## src/rtl/add_sub_pkg.sv

```systemverilog
// Shared constants for the add/subtract datapath: operation select encoding.
package add_sub_pkg;
    localparam logic MODE_ADD = 1'b0;
    localparam logic MODE_SUB = 1'b1;
endpackage

```

## src/rtl/full_adder.sv

```systemverilog
// One-bit full-adder cell; chained by binary_add_sub_unit into a ripple-carry adder.
module full_adder (
    input  logic a_i,
    input  logic b_i,
    input  logic cin_i,
    output logic sum_o,
    output logic cout_o
);
    assign sum_o  = a_i ^ b_i ^ cin_i;
    assign cout_o = (a_i & b_i) | (cin_i & (a_i ^ b_i));
endmodule

```

## src/rtl/binary_add_sub_unit.sv

```systemverilog
// Registered WIDTH-bit two's-complement adder/subtractor with Carry and Overflow flags.
// Optional build macro ADD_SUB_SAT_EN: saturate Result to the signed limit on overflow.
module binary_add_sub_unit
    import add_sub_pkg::*;
#(
    parameter int WIDTH = 4
) (
    input  logic             clk,
    input  logic             rst,
    input  logic             in_valid,
    input  logic [WIDTH-1:0] A,
    input  logic [WIDTH-1:0] B,
    input  logic             mode,
    output logic             out_valid,
    output logic [WIDTH-1:0] Result,
    output logic             Carry,
    output logic             Overflow
);
    logic        [WIDTH-1:0] bx;
    logic        [WIDTH:0]   c;
    logic        [WIDTH-1:0] sum;
    logic signed [WIDTH-1:0] result_d;
    logic                    carry_d;
    logic                    overflow_d;

    logic                    valid_q;
    logic signed [WIDTH-1:0] result_q;
    logic                    carry_q;
    logic                    overflow_q;

    // Overflow only happens when both adder operands share a sign, so A's sign tells the direction.
    function automatic logic signed [WIDTH-1:0] sat_limit(input logic neg);
        return neg ? {1'b1, {(WIDTH-1){1'b0}}} : {1'b0, {(WIDTH-1){1'b1}}};
    endfunction

    assign bx   = B ^ {WIDTH{mode}};
    assign c[0] = (mode == MODE_SUB);

    for (genvar i = 0; i < WIDTH; i++) begin : g_ripple
        full_adder u_fa (
            .a_i   (A[i]),
            .b_i   (bx[i]),
            .cin_i (c[i]),
            .sum_o (sum[i]),
            .cout_o(c[i+1])
        );
    end

    // Carry-in and carry-out of the sign bit differ exactly when the signed result leaves range.
    assign carry_d    = c[WIDTH];
    assign overflow_d = c[WIDTH] ^ c[WIDTH-1];

`ifdef ADD_SUB_SAT_EN
    assign result_d = overflow_d ? sat_limit(A[WIDTH-1]) : $signed(sum);
`else
    assign result_d = $signed(sum);
`endif

    // Output stage: data only loads on accepted operations, so idle inputs never reach the outputs.
    always_ff @(posedge clk or posedge rst) begin
        if (rst) begin
            valid_q    <= 1'b0;
            result_q   <= '0;
            carry_q    <= 1'b0;
            overflow_q <= 1'b0;
        end else begin
            valid_q <= in_valid;
            if (in_valid) begin
                result_q   <= result_d;
                carry_q    <= carry_d;
                overflow_q <= overflow_d;
            end
        end
    end

    assign out_valid = valid_q;
    assign Result    = result_q;
    assign Carry     = carry_q;
    assign Overflow  = overflow_q;
endmodule

```

## config.mk

```make
export PLATFORM = sky130hd
export DESIGN_NAME = binary_add_sub_unit
export DESIGN_NICKNAME = d
export VERILOG_FILES = /design/src/rtl/add_sub_pkg.sv /design/src/rtl/full_adder.sv /design/src/rtl/binary_add_sub_unit.sv
export SDC_FILE = /design/constraint.sdc
export NUM_CORES = 1
export LEC_CHECK = 0
export CAP_MARGIN = 20
export CORE_AREA = 2 2 39 41
export CTS_BUF_LIST = sky130_fd_sc_hd__clkbuf_16
export DETAILED_ROUTE_END_ITERATION = 16
export DIE_AREA = 0 0 41 43
export DONT_BUFFER_PORTS = 1
export GPL_TIMING_DRIVEN = 0
export SLEW_MARGIN = 20
export SYNTH_ARGS = -nofsm -noshare
export SYNTH_HDL_FRONTEND = slang
export SYNTH_SLANG_ARGS = --single-unit
```

## constraint.sdc

```tcl
create_clock -name clk -period 0.8 [get_ports clk]
set_input_delay 0.16 -clock clk [delete_from_list [all_inputs] [get_ports clk]]
set_output_delay 0.16 -clock clk [all_outputs]
set_load 0.005 [all_outputs]
```

==> run summary <==
## Synthesis
- **number of synthesized register bits** 7
- **Cell variety after synth** 10
- **share of async-settable or async-resettable flops after synthesis** 100.0%
- **count of flip-flops with a built-in enable after synthesis** 0
- **most frequently used cell type in the post-synthesis netlist** dfrtp_1
- **most numerous cell types in the synthesized netlist** 7 x dfrtp_1, 4 x inv_1, 4 x mux2_4, 3 x fa_1, 3 x xnor2_1
- **fraction of the yosys area taken by sequential cells** 44.44%
- **top cells by area, synth** dfrtp_1 44%, fa_1 15%, mux2_4 15%
- **Netlist Area Pre-Place** 394.1 um2
- **dominant cell type by area after synthesis** dfrtp_1
- **most used flip-flop cell after synthesis** dfrtp_1
- **area share of the leading cell type in the synthesized netlist** 44.44%
- **instance count of the mapped netlist** 29
- **net count of the mapped netlist** 44
- **Avg Cell Area, Syn** 13.59 um2
- **total of warnings raised by yosys** 0

## Setup path
- **cell with the largest stage delay on the worst path** fa_2
- **path type of the worst setup path** input pin to flip-flop
- **delay of the slowest cell on the worst path** 0.34 ns
- **destination of the worst register-to-register timing path** Result[3]
- **Arrival @ worst endpoint** 1.80 ns
- **Worst Path Max Fanout** 2
- **setup slack of the most critical reg-to-reg path** 0.02 ns
- **worst path cell trace** mux2_4 -> fa_2 -> inv_2 -> fa_2 -> inv_2 -> fa_2 -> xnor2_1 -> mux2_4
- **Buf/Inv on CP** 2
- **crit start category** input pin
- **required time at the worst-slack endpoint** 0.91 ns
- **cell family contributing the most delay on the critical path** adder cells
- **type of element capturing the critical path** flip-flop
- **cell depth of the worst flop-to-flop path** 1
- **most frequent cell on the critical path** fa_2
- **r2r startpoint** Result[3]

## Detailed routing
- **DRC violations left** 0
- **number of DRC markers after the initial detailed-route iteration** 0
- **total length of routed wires** 682 um
- **post-detailed-route count of antenna-violating nets** 0
- **via density per instance** 4.321
- **first-pass detailed-route iteration total** 1
- **total vias in the final route** 229
- **routed length per placed instance** 12.87 um

## Cells and area
- **final layout net count** 53
- **final design utilization** 38.97%
- **Layout Cell Area excl Fill** 539.3 um2
- **Finished Layout Cells** 53
- **ratio of cells with drive above 1 in the final layout** 43.24%
- **antenna cell count** 0
- **Area Overhead vs Synth** 36.83%

## Global routing
- **via count of the first global-routing pass** 267
- **largest net degree at the start of global routing** 9
- **first-pass GRT wire length** 1076 um
- **global-route usage over all layers** 9.838%
- **antenna violations before repair** 0
- **final global-route overflow total** 0

## Hold path
- **HP Class** input pin to flip-flop
- **Worst Hold Endpoint** Result[0]
- **count of cells along the worst hold path** 2
- **beginning of the worst hold path** A[0]

## Pwr
- **post-layout total power** 1587 uW
- **Peak supply drop** 0.0007419 V
- **internal power contribution** 1253 uW
- **net switching power figure** 334.1 uW
- **ratio of total power to cell area** 2943 nW/um2
- **Comb power frac** 16.3%
- **leakage power summed over all cells** 0.0002481 uW
- **clock group share of total power** 52.5%
- **sw frac** 21.05%
- **Flop pwr share** 31.3%

## Run status
- **result of the run** finished, violations left
- **violations in the final reports** setup timing

## Placed design
- **input/output buffers** 0
- **Placer Congestion** 0.6013
- **placed cell areas** 425.4 um2
- **Final HPWL DP** 556.8 um
- **Inst Count DP** 45

## Floorplan
- **Initial Util** 28.48%
- **Cell Rows** 14
- **Die H** 43 um
- **area of the core** 1384 um2
- **horizontal die dimension** 41 um
- **floorplan die area** 1763 um2
- **number of ports placed on the die boundary** 19

## Timing
- **minimum period implied by the final worst setup slack** 1.691 ns
- **least setup slack across all paths after layout** -0.8915 ns
- **number of max-slew violations in the final report** 0
- **highest clock rate** 591.2 MHz
- **Final Setup Violations** 5
- **fraction of the cycle the final worst path needs** 211.4%
- **Worst slew margin** 82.85%
- **setup repair after global routing missed its margin** true
- **transition at the pin with the smallest max-transition slack** 0.2570 ns
- **Worst Skew** 0 ns
- **WHS** 0.1358 ns
- **final hold vios** 0

## Clock network
- **Skew-Pair Late Insertion Delay** 0.23 ns
- **Root Driver** clkbuf_16
- **Resized cells post-CTS** 0
- **clock-pin slew on the worst setup and hold paths** 0.03 ns
- **largest buffer count on any clock path** 2
- **clock buffers created by TritonCTS** 3
- **H-tree levels** 1
- **CTS tree** yes
- **number of sinks on the clock net** 7

## Flow run
- **max capacitance violation total** 0

==> per-layer routing <==
metal	GRT usage, %	vias to the layer above	wire length [um]
met1	11.30	108	266
met4	12.00	0	33
li1	-	104	-
met2	13.13	14	324
met5	0	-	0
met3	1.571	3	59
==> through the flow <==
step                      worst slack (ns)  TNS, ns
after global placement              -1.157   -4.365
after detailed placement            -1.171   -4.445
final                              -0.8915   -3.102
after global routing               -0.9262   -3.278
after CTS                          -0.8910   -3.107
after floorplan                     -1.116   -4.215
==> registers in the layout, summed over array words and instances, names as in the netlist <==
register   flops
out_valid      1
Carry          1
Overflow       1
Result         4
==> final cells by class <==
class,count,area [um2]
multi-input combinational,17,203.9
sequential,7,175.2
clock buffer,3,75.07
timing repair buffer,4,35.03
inverter,4,15.01
tap,16,20.02
clock inverter,1,3.754
fill,143,844.6
buffer,1,11.26
==> cell usage in the layout (no fill, tap or decap), types with 3 or more instances in the layout <==
master	n
xnor2_1	3
inv_1	3
fa_2	3
clkbuf_16	3
dfrtp_1	7
mux2_4	5
==> power by group through the flow <==
stage          Combinational, uW  Clock, uW  Sequential, uW
2_1_floorplan                207          0             483
3_3_place_gp                 227          0             506
3_5_place_dp                 239          0             506
4_1_cts                      254        849             503
5_1_grt                      287        871             513
6_report                     258        833             496
==> what timing repair did <==
action / 4_1_cts / 5_1_grt
hold buffers: 2 / 0
endpoints found under the hold margin: 8 / 0
setup buffers: 1 / 1
endpoints found under the setup margin: 5 / 6
pin swaps: 1 / 0
==> how the worst max path moves through the flow <==
stage                     startpoint  endpoint  slack, ns  cells past startpoint
after floorplan                 B[0]  Overflow      -1.12                      8
after global placement          B[0]  Overflow      -1.16                      8
after detailed placement        B[0]  Overflow      -1.17                      8
after CTS                       B[0]  Overflow      -0.89                      8
after global routing            B[0]  Overflow      -0.93                      8
final                           B[0]  Overflow      -0.89                      8
==> logic make-up (layout without fill, tap and decap cells) <==
logic type      Yosys count  after routing  synth area share (%)
simple gates              2              2                 1.905
compound gates            2              2                 2.540
mux                       5              5                 18.10
buf+inv                   5             13                 6.665
flops                     7              7                 44.44
fa+ha+maj                 3              3                 15.24
xor+xnor                  5              5                 11.11
(Power assumes the default switching activity.)
